==> src/rtl/spi_cmem_bridge.sv <==
// SPI slave (mode 0) that bridges Raspberry Pi byte transactions onto a nibble-wide
// command-memory port: command byte {op, addr}, then auto-incrementing write or read data bytes.
module spi_cmem_bridge (
  input  logic       clk200,
  input  logic       reset,
  input  logic       SPI_SCK,
  input  logic       SPI_CS_n,
  input  logic       SPI_MOSI,
  output logic       SPI_MISO,
  output logic       spi_read,
  output logic       spi_write,
  output logic [3:0] spi_address,
  output logic [3:0] spi_out_cmem_in,
  input  logic [3:0] spi_in_cmem_out
);

  typedef enum logic [2:0] {
    IDLE,
    CMD,
    WR_DATA,
    RD_DATA,
    DISCARD
  } state_e;

  localparam logic [3:0] OP_WRITE = 4'h1;
  localparam logic [3:0] OP_READ  = 4'h2;

  state_e      state_q, state_d;
  logic [2:0]  sck_sync_q, sck_sync_d;
  logic [2:0]  cs_sync_q, cs_sync_d;
  logic [1:0]  mosi_sync_q, mosi_sync_d;
  logic [2:0]  bit_cnt_q, bit_cnt_d;
  logic [6:0]  rx_shift_q, rx_shift_d;
  logic [7:0]  tx_shift_q, tx_shift_d;
  logic [3:0]  addr_q, addr_d;
  logic        miso_q, miso_d;
  logic        read_q, read_d;
  logic        write_q, write_d;
  logic        cap_q, cap_d;
  logic [3:0]  spi_address_q, spi_address_d;
  logic [3:0]  wdata_q, wdata_d;

  logic        sck_rise, sck_fall, cs_rise, cs_fall, mosi_bit, byte_done;
  logic [7:0]  rx_byte;

  // Stage 0/1 form the synchronizer; stage 2 is only used for edge detection.
  always_comb begin
    sck_sync_d  = {sck_sync_q[1:0], SPI_SCK};
    cs_sync_d   = {cs_sync_q[1:0], SPI_CS_n};
    mosi_sync_d = {mosi_sync_q[0], SPI_MOSI};
    sck_rise    = sck_sync_q[1] & ~sck_sync_q[2];
    sck_fall    = ~sck_sync_q[1] & sck_sync_q[2];
    cs_rise     = cs_sync_q[1] & ~cs_sync_q[2];
    cs_fall     = ~cs_sync_q[1] & cs_sync_q[2];
    mosi_bit    = mosi_sync_q[1];
    rx_byte     = {rx_shift_q, mosi_bit};
    byte_done   = sck_rise && (bit_cnt_q == 3'd7) && (state_q != IDLE);
  end

  always_ff @(posedge clk200) begin
    if (reset) begin
      state_q       <= IDLE;
      sck_sync_q    <= '0;
      cs_sync_q     <= '1;
      mosi_sync_q   <= '0;
      bit_cnt_q     <= '0;
      rx_shift_q    <= '0;
      tx_shift_q    <= '0;
      addr_q        <= '0;
      miso_q        <= 1'b0;
      read_q        <= 1'b0;
      write_q       <= 1'b0;
      cap_q         <= 1'b0;
      spi_address_q <= '0;
      wdata_q       <= '0;
    end else begin
      state_q       <= state_d;
      sck_sync_q    <= sck_sync_d;
      cs_sync_q     <= cs_sync_d;
      mosi_sync_q   <= mosi_sync_d;
      bit_cnt_q     <= bit_cnt_d;
      rx_shift_q    <= rx_shift_d;
      tx_shift_q    <= tx_shift_d;
      addr_q        <= addr_d;
      miso_q        <= miso_d;
      read_q        <= read_d;
      write_q       <= write_d;
      cap_q         <= cap_d;
      spi_address_q <= spi_address_d;
      wdata_q       <= wdata_d;
    end
  end

  // A CS_n rise wins over everything, including a coincident final SCK rise.
  always_comb begin
    state_d = state_q;
    if (cs_rise) begin
      state_d = IDLE;
    end else begin
      case (state_q)
        IDLE:    if (cs_fall) state_d = CMD;
        CMD: begin
          if (byte_done) begin
            case (rx_byte[7:4])
              OP_WRITE: state_d = WR_DATA;
              OP_READ:  state_d = RD_DATA;
              default:  state_d = DISCARD;
            endcase
          end
        end
        WR_DATA: state_d = WR_DATA;
        RD_DATA: state_d = RD_DATA;
        DISCARD: state_d = DISCARD;
        default: state_d = IDLE;
      endcase
    end
  end

  always_comb begin
    bit_cnt_d     = bit_cnt_q;
    rx_shift_d    = rx_shift_q;
    tx_shift_d    = tx_shift_q;
    addr_d        = addr_q;
    miso_d        = miso_q;
    read_d        = 1'b0;
    write_d       = 1'b0;
    cap_d         = read_q;
    spi_address_d = spi_address_q;
    wdata_d       = wdata_q;

    if (cs_rise) begin
      bit_cnt_d = '0;
      miso_d    = 1'b0;
      cap_d     = 1'b0;
    end else if (state_q == IDLE) begin
      if (cs_fall) begin
        bit_cnt_d = '0;
        miso_d    = 1'b0;
      end
    end else begin
      if (sck_rise) begin
        bit_cnt_d  = bit_cnt_q + 3'd1;
        rx_shift_d = {rx_shift_q[5:0], mosi_bit};
      end
      if (byte_done) begin
        case (state_q)
          CMD: begin
            addr_d = rx_byte[3:0];
            if (rx_byte[7:4] == OP_READ) begin
              read_d        = 1'b1;
              spi_address_d = rx_byte[3:0];
            end
          end
          WR_DATA: begin
            write_d       = 1'b1;
            spi_address_d = addr_q;
            wdata_d       = rx_byte[3:0];
            addr_d        = addr_q + 4'd1;
          end
          RD_DATA: begin
            read_d        = 1'b1;
            spi_address_d = addr_q + 4'd1;
            addr_d        = addr_q + 4'd1;
          end
          default: ;
        endcase
      end
      if (state_q == RD_DATA) begin
        if (sck_fall) begin
          miso_d     = tx_shift_q[7];
          tx_shift_d = {tx_shift_q[6:0], 1'b0};
        end
        // Read data lands two cycles after the boundary, well before the next SCK fall.
        if (cap_q) tx_shift_d = {4'b0000, spi_in_cmem_out};
      end
    end
  end

  assign SPI_MISO        = miso_q;
  assign spi_read        = read_q;
  assign spi_write       = write_q;
  assign spi_address     = spi_address_q;
  assign spi_out_cmem_in = wdata_q;

endmodule

==> config.mk <==
export PLATFORM = sky130hd
export DESIGN_NAME = spi_cmem_bridge
export DESIGN_NICKNAME = d
export VERILOG_FILES = /design/src/rtl/spi_cmem_bridge.sv
export SDC_FILE = /design/constraint.sdc
export NUM_CORES = 1
export LEC_CHECK = 0
export CORE_ASPECT_RATIO = 1.75
export CORE_MARGIN = 2
export CORE_UTILIZATION = 55
export DETAILED_ROUTE_END_ITERATION = 10
export GPL_ROUTABILITY_DRIVEN = 0
export PLACE_DENSITY = 0.86
export SLEW_MARGIN = 10
export SYNTH_ARGS = -nofsm -noshare
export SYNTH_HDL_FRONTEND = slang
export SYNTH_SLANG_ARGS = --single-unit
==> constraint.sdc <==
create_clock -name clk200 -period 2 [get_ports clk200]
set_input_delay 0.6 -clock clk200 [delete_from_list [all_inputs] [get_ports clk200]]
set_output_delay 0.6 -clock clk200 [all_outputs]
set_load 0.02 [all_outputs]
==> results.txt, run 1 <==
Worst slew margin -> 66.86%
Synth Register Bits -> 45
DP HPWL -> 3.015 mm
Top cell type's share of synthesized area -> 44.92%
Max stage delay on crit path -> 0.62 ns
Post_cts resized -> 0
CTS tree -> yes
Initial antenna violation count -> 0
Pleak -> 0.8038 nW
Status -> complete, no violations
Final setup violation count -> 0
Worst slew pin tran -> 0.4964 ns
Final Cycle Share -> 94.95%
Worst R2R Setup Slack -> 0.17 ns
Via Count -> 1649
CP arrival -> 1.30 ns
Area of the mapped netlist -> 2006 µm²
Post-Synthesis Cells -> 223
Bufs on Longest Clock Path -> 2
# rows -> 29
PD cells -> 656.6 nW/µm²
Total gr overflow -> 0
Routed wire per std cell -> 14.44 µm
Hold-fix buffers, CTS -> 0
Pin count of the biggest net entering global routing -> 22
CP delay by family, top -> buffers and inverters
Yosys cell types -> 49
Sinks on Clock Net -> 45
GRT Total Usage -> 21.99%
Critical path's slowest cell -> clkdlybuf4s50_1
Die Span X -> 49.65 µm
Final non-filler cell total -> 290
Area leader, netlist -> dfxtp_1
Worst setup path start -> spi_address[3]$_SDFFE_PP0P_
Antenna-violating nets left -> 0
Worst reg2reg path depth -> 4
CTS buffer count -> 5
Post-Route WL -> 4.188 mm
Final Hold Fails -> 0
WP buf/inv -> 1
Worst Path Class, Setup -> reg2out
FF-to-FF Start -> state_q[1]$_SDFFE_PP0P_
Ys flop type -> dfxtp_1
Syn-to-layout area delta -> 16.28%
Setup TNS -> 0 ns
EDFF count, synth -> 0
Max Used Layer -> met4
Max rail drop VDD -> 0.6891 mV
First-pass GRT wire length -> 7.079 mm
Die ar. -> 4165 µm²
Synth Warn # -> 0
Share of layout cells above drive strength 1 -> 9.426%
Critical path fanouts, max -> 2
Final #Nets -> 255
Metal2 WL -> 2.190 mm
Crit path time final -> 1.899 ns
Hold Path End -> cs_sync_q[1]$_SDFF_PP1_
Placed instance count -> 282
Syn_nets -> 235
Register area share after synthesis -> 44.92%
RSZ-0062 raised after global routing -> no
Root Driver -> clkbuf_8
Met1 wire length -> 1.717 mm
Iter 0 DRT Violations -> 45
Post-CTS setup buffers -> 0
Cells on Worst Hold Path -> 1
R2R Path End -> addr_q[2]$_SDFFE_PP0P_
Post-synth ARST share -> 0%
Ant diodes -> 0
Core area -> 3556 µm²
Drt via density -> 5.686
DRC -> 0
CTS H-tree lvls -> 2
Max-slew violation count -> 0
CP Cell Sequence -> clkdlybuf4s50_1
Critical path data required time -> 1.40 ns
Worst-Skew Late Latency -> 0.30 ns
Hold path start -> cs_sync_q[0]$_SDFF_PP1_
Clk_skew -> 0.01023 ns
Crit. End Element -> primary output
Max Clock Freq -> 526.6 MHz
Ranking of synthesized cells by area -> dfxtp_1 45%, a21oi_1 7.0%, nand2_1 5.4%
Die Y -> 83.89 µm
I/O Buffers -> 19
Met3 wire length -> 160 µm
Hold/Removal Path Class -> reg2reg
First-pass DRT Iterations -> 4
# IOs -> 20
Mean Syn Cell Area -> 8.994 µm²
Initial core utilization -> 56.40%
Reg clk slew, reported paths -> 0.09 ns
Max-cap viol count -> 0
Vias in the first global route -> 1574
Worst setup SP type -> flop
[cells by family (layout without fill, tap and decap cells)]
kind of cell             count (synthesis)  after routing  synth area share (%)
AND/OR/NAND/NOR                         94             94                 27.64
AO/OA/AOI/OAI                           57             57                 17.59
flip-flops                              45             45                 44.92
buffers and inverters                   14             35                 3.243
multiplexers                             6              6                 2.995
XOR/XNOR                                 4              4                 1.747
adder cells (fa/ha/maj)                  3              3                 1.872
[cell usage in the layout, fill, tap and decap left out, types with 2 or more instances in the layout]
master,Yosys,final
nand3_1,10,10
a311oi_1,2,2
xor2_1,3,3
o2111ai_1,3,3
or2_2,3,3
and2b_1,2,2
clkbuf_8,0,5
nand2_1,29,29
nor3_1,6,6
a21oi_1,28,28
nand2b_1,8,8
o21ai_0,6,6
ha_1,3,3
mux2i_1,6,6
buf_4,1,7
nor2b_1,6,6
nor2_1,9,9
nand3b_1,5,5
or3_1,3,3
o21ai_1,4,4
clkinvlp_4,0,2
clkdlybuf4s50_1,0,19
a211oi_1,4,4
dfxtp_1,45,45
[report_power, final]
part	internal, W	switching, W	total (W)	leakage (nW)
Clock	0.000246	0.000308	0.000555	0.0374
Combinational	0.0000337	0.0000349	0.0000686	0.402
Sequential	0.000903	0.00000498	0.000908	0.364
[registers in the layout (all words and copies together), names as in the netlist]
name	cells
tx_shift_q	8
rx_shift_q	7
addr_q	4
spi_address	4
spi_out_cmem_in	4
bit_cnt_q	3
cs_sync_q	3
sck_sync_q	3
state_q	3
mosi_sync_q	2
SPI_MISO	1
cap_q	1
spi_read	1
spi_write	1
[per-stage QoR]
step                setup WS (ns)  util, %  hold slack (ns)  total power (W)  instance area, µm²
CTS                       0.05427    65.59           0.4237         0.001544                2332
global route              0.05100    65.59           0.4616         0.001591                2332
floorplan                  0.3223        -           0.3895        0.0009687                2006
finish                     0.1010    65.59           0.4209         0.001531                2332
global placement           0.2131    63.12           0.3970        0.0009967                2245
detailed placement         0.1551    63.12           0.3993        0.0009976                2245
[how the worst max path moves through the flow]
stage,to,slack (ns),cells after the start
floorplan,spi_address[3]$_SDFFE_PP0P_,0.32,6
global placement,addr_q[2]$_SDFFE_PP0P_,0.21,6
detailed placement,addr_q[2]$_SDFFE_PP0P_,0.16,6
CTS,addr_q[2]$_SDFFE_PP0P_,0.05,6
global route,addr_q[2]$_SDFFE_PP0P_,0.05,4
finish,spi_address[3],0.10,1
[cells in the mapped netlist (2+ instances only)]
cell type	number
a311oi_1	2
nor3_1	6
nand3b_1	5
nand2_1	29
xor2_1	3
buf_2	7
and2b_1	2
nor2b_1	6
o2111ai_1	3
a21oi_1	28
dfxtp_1	45
o21ai_1	4
or3_1	3
clkbuf_1	4
mux2i_1	6
nand2b_1	8
a211oi_1	4
o21ai_0	6
or2_2	3
nor2_1	9
nand3_1	10
ha_1	3
[cell type report]
cell class                 count  area [µm²]
fill                         313        1224
multi-input combinational    164        1040
sequential                    45       900.9
timing repair buffer          26       242.7
clock buffer                   6       72.57
tap                           46       57.56
clock inverter                 2       15.01
inverter                       1       3.754
[metal layers]
layer	global-route usage [%]	vias up
met2	36.36	41
met3	4.301	10
li1	-	834
met1	25.51	764
met5	0	-
met4	13.13	0
(Power assumes the default switching activity.)
==> run 2: changes to the inputs <==
--- a/config.mk
+++ b/config.mk
@@ -6,7 +6,6 @@
 export NUM_CORES = 1
 export LEC_CHECK = 0
 export CORE_ASPECT_RATIO = 1.75
-export CORE_MARGIN = 2
 export CORE_UTILIZATION = 55
 export DETAILED_ROUTE_END_ITERATION = 10
 export GPL_ROUTABILITY_DRIVEN = 0
==> constraint.sdc (replaced) <==
create_clock -name clk200 -period 1.9 [get_ports clk200]
set_input_delay 0.57 -clock clk200 [delete_from_list [all_inputs] [get_ports clk200]]
set_output_delay 0.57 -clock clk200 [all_outputs]
set_load 0.02 [all_outputs]
==> results.txt, run 2 (synthesis results as in run 1) <==
Switching Fraction -> 21.89%
Status -> complete, no violations
Largest reg by FF count -> tx_shift_q
Initial core utilization -> 58.42%
Pin count of the biggest net entering global routing -> 36
Pleak -> 0.8198 nW
Final #Nets -> 257
WP buf/inv -> 1
Power Total -> 0.001597 W
Core area -> 3433 µm²
Max rail drop VDD -> 0.6013 mV
Combinational share of power -> 4.5%
Critical path's slowest cell -> clkdlybuf4s50_1
PD cells -> 677.2 nW/µm²
RSZ-0062 raised after global routing -> no
Max reg flops -> 8
Leading cell type in the layout, fill and taps excluded -> dfxtp_1
Post-Route WL -> 4.105 mm
Ant diodes -> 0
DRC -> 0
Worst slew margin -> 66.39%
Die Span X -> 47.65 µm
Critical path fanouts, max -> 2
Final setup violation count -> 0
Hold slack -> 0.4125 ns
Syn-to-layout area delta -> 17.59%
Setup TNS -> 0 ns
Max stage delay on crit path -> 0.61 ns
Final Cycle Share -> 96.98%
Routed wire per std cell -> 14.11 µm
CTS buffer count -> 5
CP arrival -> 1.27 ns
Iter 0 DRT Violations -> 30
Crit path time final -> 1.843 ns
Die Y -> 81.89 µm
Vias in the first global route -> 1481
Die ar. -> 3902 µm²
Clock share of power -> 35.6%
# rows -> 28
Worst Path Class, Setup -> reg2out
Critical path data required time -> 1.33 ns
GRT Total Usage -> 24.41%
DP HPWL -> 2.841 mm
Top flop regs -> tx_shift_q (8), rx_shift_q (7)
CTS tree -> yes
Commonest non-fill, non-tap cells in the layout -> 45 x dfxtp_1, 29 x nand2_1, 28 x a21oi_1
Share of layout cells above drive strength 1 -> 10.16%
Bufs on Longest Clock Path -> 2
Setup slack after layout -> 0.05731 ns
Crit. End Element -> primary output
Drt via density -> 5.704
Via Count -> 1660
First-pass DRT Iterations -> 4
Worst slew pin tran -> 0.4978 ns
Sequential Power Share -> 59.9%
Max Clock Freq -> 542.7 MHz
Worst setup SP type -> flop
NetSw -> 0.0003496 W
Worst R2R Setup Slack -> 0.12 ns
Clk_skew -> 0.005247 ns
First-pass GRT wire length -> 6.693 mm
Max-slew violation count -> 0
CP delay by family, top -> buffers and inverters
Int Power -> 0.001248 W
Antenna-violating nets left -> 0
Max-cap viol count -> 0
Sinks on Clock Net -> 45
Hold/Removal Path Class -> reg2reg
Dpl ws -> 0.05221 ns
I/O Buffers -> 19
Root Driver -> clkbuf_8
Reg clk slew, reported paths -> 0.07 ns
# IOs -> 20
Worst-Skew Late Latency -> 0.30 ns
Final Hold Fails -> 0
Initial antenna violation count -> 0
Final core occ -> 68.70%
Total gr overflow -> 0
CTS H-tree lvls -> 2
CP Cell Sequence -> clkdlybuf4s50_1
## run 2: cell count changes in the layout (fill, tap and decap cells not counted)
cell,change
buf_12,+1
buf_4,+1
clkbuf_1,+2
clkinvlp_4,-2
ha_1,-1
ha_2,+1
nor3_1,-1
nor3_2,+1
## run 2: worst paths after layout
kind	startpoint	cells after the start	endpoint
setup / recovery	spi_read$_SDFF_PP0_	1	spi_read
hold reg to reg	cs_sync_q[0]$_SDFF_PP1_	1	cs_sync_q[1]$_SDFF_PP1_
setup reg to reg	bit_cnt_q[0]$_SDFFE_PP0P_	6	spi_address[3]$_SDFFE_PP0P_
hold / removal	cs_sync_q[0]$_SDFF_PP1_	1	cs_sync_q[1]$_SDFF_PP1_
## run 2: metrics by stage
step | area [µm²] | cells
after floorplan | 2006 | 223
after global placement | 2263 | 282
after detailed placement | 2263 | 282
after CTS | 2344 | 290
after global routing | 2359 | 291
final | 2359 | 291
## run 2: final cells by class
class | count | area [µm²]
repair buffers | 28 | 270.3
multi-input cells | 164 | 1047
well taps | 45 | 56.30
inverters | 1 | 3.754
fillers | 305 | 1075
flip-flops and latches | 45 | 900.9
clock buffers | 8 | 80.08
## run 2: repair_timing
item / CTS / global route
hold buffers: 0 / 0
gates resized for setup: 0 / 2
setup buffers: 0 / 1
endpoints found under the setup margin: 0 / 9
## run 2: routing by layer
metal	share of wire [%]	GRT usage, %	vias up
met5	0	0	-
met4	2.4	13.06	0
met3	3.1	4.176	9
met2	52	39.18	38
met1	42	29.89	777
li1	-	-	836
## run 2: power groups by stage
stage	Clock, W	Sequential [W]	Combinational [W]
after floorplan	0	0.000977	0.0000427
after global placement	0	0.000979	0.0000706
after detailed placement	0	0.000979	0.0000718
after CTS	0.000575	0.000956	0.0000724
after global routing	0.000614	0.000958	0.0000786
final	0.000569	0.000956	0.0000721
==> run 3: changes to the inputs <==
--- a/config.mk
+++ b/config.mk
@@ -9,6 +9,7 @@
 export CORE_UTILIZATION = 55
 export DETAILED_ROUTE_END_ITERATION = 10
 export GPL_ROUTABILITY_DRIVEN = 0
+export GPL_TIMING_DRIVEN = 0
 export PLACE_DENSITY = 0.86
 export SLEW_MARGIN = 10
 export SYNTH_ARGS = -nofsm -noshare
==> results.txt, run 3 (synthesis results as in run 1) <==
Crit path time final -> 1.833 ns
Routed wire per std cell -> 14.69 µm
Critical path data required time -> 1.33 ns
Met2 global-route usage -> 42.47%
Largest reg by FF count -> tx_shift_q
CP arrival -> 1.26 ns
CTS buffer count -> 5
Pin count of the biggest net entering global routing -> 14
Max Clock Freq -> 545.7 MHz
Top flop regs -> tx_shift_q (8), rx_shift_q (7)
Global-route track usage on met1 -> 29.66%
Max-slew violation count -> 0
Final setup violation count -> 0
Core area -> 3433 µm²
Share of layout cells above drive strength 1 -> 9.639%
First-pass GRT wire length -> 7.003 mm
Antenna-violating nets left -> 0
# IOs -> 20
Pleak -> 0.8074 nW
DP HPWL -> 2.993 mm
Vias in the first global route -> 1547
Via Count -> 1662
Initial antenna violation count -> 0
Worst-Skew Late Latency -> 0.30 ns
Reg clk slew, reported paths -> 0.08 ns
# rows -> 28
CP Cell Sequence -> clkdlybuf4s50_1
Critical path fanouts, max -> 2
Max-cap viol count -> 0
Max stage delay on crit path -> 0.61 ns
RSZ-0062 raised after global routing -> no
Ant diodes -> 0
Worst slew margin -> 66.63%
Critical path's slowest cell -> clkdlybuf4s50_1
Met3 Track Usage GR -> 6.374%
Iter 0 DRT Violations -> 48
Root Driver -> clkbuf_8
Post-CTS setup buffers -> 0
Layer with the highest usage -> met2
First-pass DRT Iterations -> 5
Die Y -> 81.89 µm
Die Span X -> 47.65 µm
Die ar. -> 3902 µm²
Final #Nets -> 260
Initial core utilization -> 58.42%
Drt via density -> 5.653
CTS tree -> yes
Total gr overflow -> 0
Worst Path Class, Setup -> reg2out
Dpl ws -> 0.03380 ns
Final Hold Fails -> 0
Setup slack after layout -> 0.06747 ns
Worst setup SP type -> flop
Final Cycle Share -> 96.45%
Hold/Removal Path Class -> reg2reg
Clk_skew -> 0.005081 ns
PD cells -> 685.3 nW/µm²
Status -> complete, no violations
WP buf/inv -> 1
GRT Total Usage -> 25.45%
Post-Route WL -> 4.320 mm
Bufs on Longest Clock Path -> 2
Leading cell type in the layout, fill and taps excluded -> dfxtp_1
Max reg flops -> 8
Commonest non-fill, non-tap cells in the layout -> 45 x dfxtp_1, 29 x nand2_1, 28 x a21oi_1
Sinks on Clock Net -> 45
CP delay by family, top -> buffers and inverters
Crit. End Element -> primary output
Syn-to-layout area delta -> 16.59%
DRC -> 0
Hold slack -> 0.4146 ns
I/O Buffers -> 18
Max rail drop VDD -> 0.6483 mV
Setup TNS -> 0 ns
CTS H-tree lvls -> 2
Worst slew pin tran -> 0.4943 ns
run 3: cell types whose count changed in the layout (fill, tap and decap cells not counted):
cell             before  now
buf_2                 0    7
buf_4                 8    1
clkbuf_1              3    6
buf_1                 0    1
buf_12                1    0
clkdlybuf4s50_1      19   18
clkinvlp_4            0    1
ha_2                  1    0
ha_4                  0    1
nor3_1                5    6
nor3_2                1    0
run 3: what timing repair did:
| action | 4_1_cts | 5_1_grt |
|---|---|---|
| gates resized for setup | 0 | 2 |
| hold buffers | 0 | 0 |
| pin swaps | 1 | 0 |
| endpoints found under the setup margin | 1 | 4 |
run 3: path summary, 6_finish.rpt:
| kind | from | endpoint | slack [ns] | cells past startpoint |
|---|---|---|---|---|
| setup / recovery | SPI_MISO$_SDFFE_PP0P_ | SPI_MISO | 0.07 | 1 |
| hold reg to reg | cs_sync_q[0]$_SDFF_PP1_ | cs_sync_q[1]$_SDFF_PP1_ | 0.41 | 1 |
| hold / removal | cs_sync_q[0]$_SDFF_PP1_ | cs_sync_q[1]$_SDFF_PP1_ | 0.41 | 1 |
| setup reg to reg | bit_cnt_q[0]$_SDFFE_PP0P_ | spi_address[3]$_SDFFE_PP0P_ | 0.10 | 6 |
run 3: metrics by stage:
step | total power (W) | instance area [µm²] | instances | util [%]
finish | 0.001603 | 2338 | 294 | 68.11
global route | 0.001662 | 2338 | 294 | 68.11
CTS | 0.001612 | 2326 | 294 | 67.75
detailed placement | 0.001048 | 2242 | 286 | 65.31
global placement | 0.001047 | 2242 | 286 | 65.31
floorplan | 0.001020 | 2006 | 223 | -
run 3: report_power, final:
part | switching [W] | internal, W | total, W
Clock | 0.000316 | 0.000260 | 0.000576
Sequential | 0.00000552 | 0.000951 | 0.000956
Combinational | 0.0000389 | 0.0000314 | 0.0000703
run 3: metal layers:
| layer | vias up | part of all wire, % | wire [µm] |
|---|---|---|---|
| li1 | 848 | - | - |
| met1 | 779 | 42 | 1805 |
| met2 | 27 | 54 | 2344 |
| met3 | 8 | 2.4 | 102 |
| met4 | 0 | 1.6 | 69 |
| met5 | - | 0 | 0 |
run 3: area by class of cell:
| class | instances | area (µm²) |
|---|---|---|
| Multi-Input combinational cell | 164 | 1052 |
| Buffer | 13 | 61.31 |
| Clock inverter | 1 | 7.507 |
| Clock buffer | 7 | 76.32 |
| Timing Repair Buffer | 18 | 180.2 |
| Inverter | 1 | 3.754 |
| Fill cell | 291 | 1095 |
| Sequential cell | 45 | 900.9 |
| Tap cell | 45 | 56.30 |
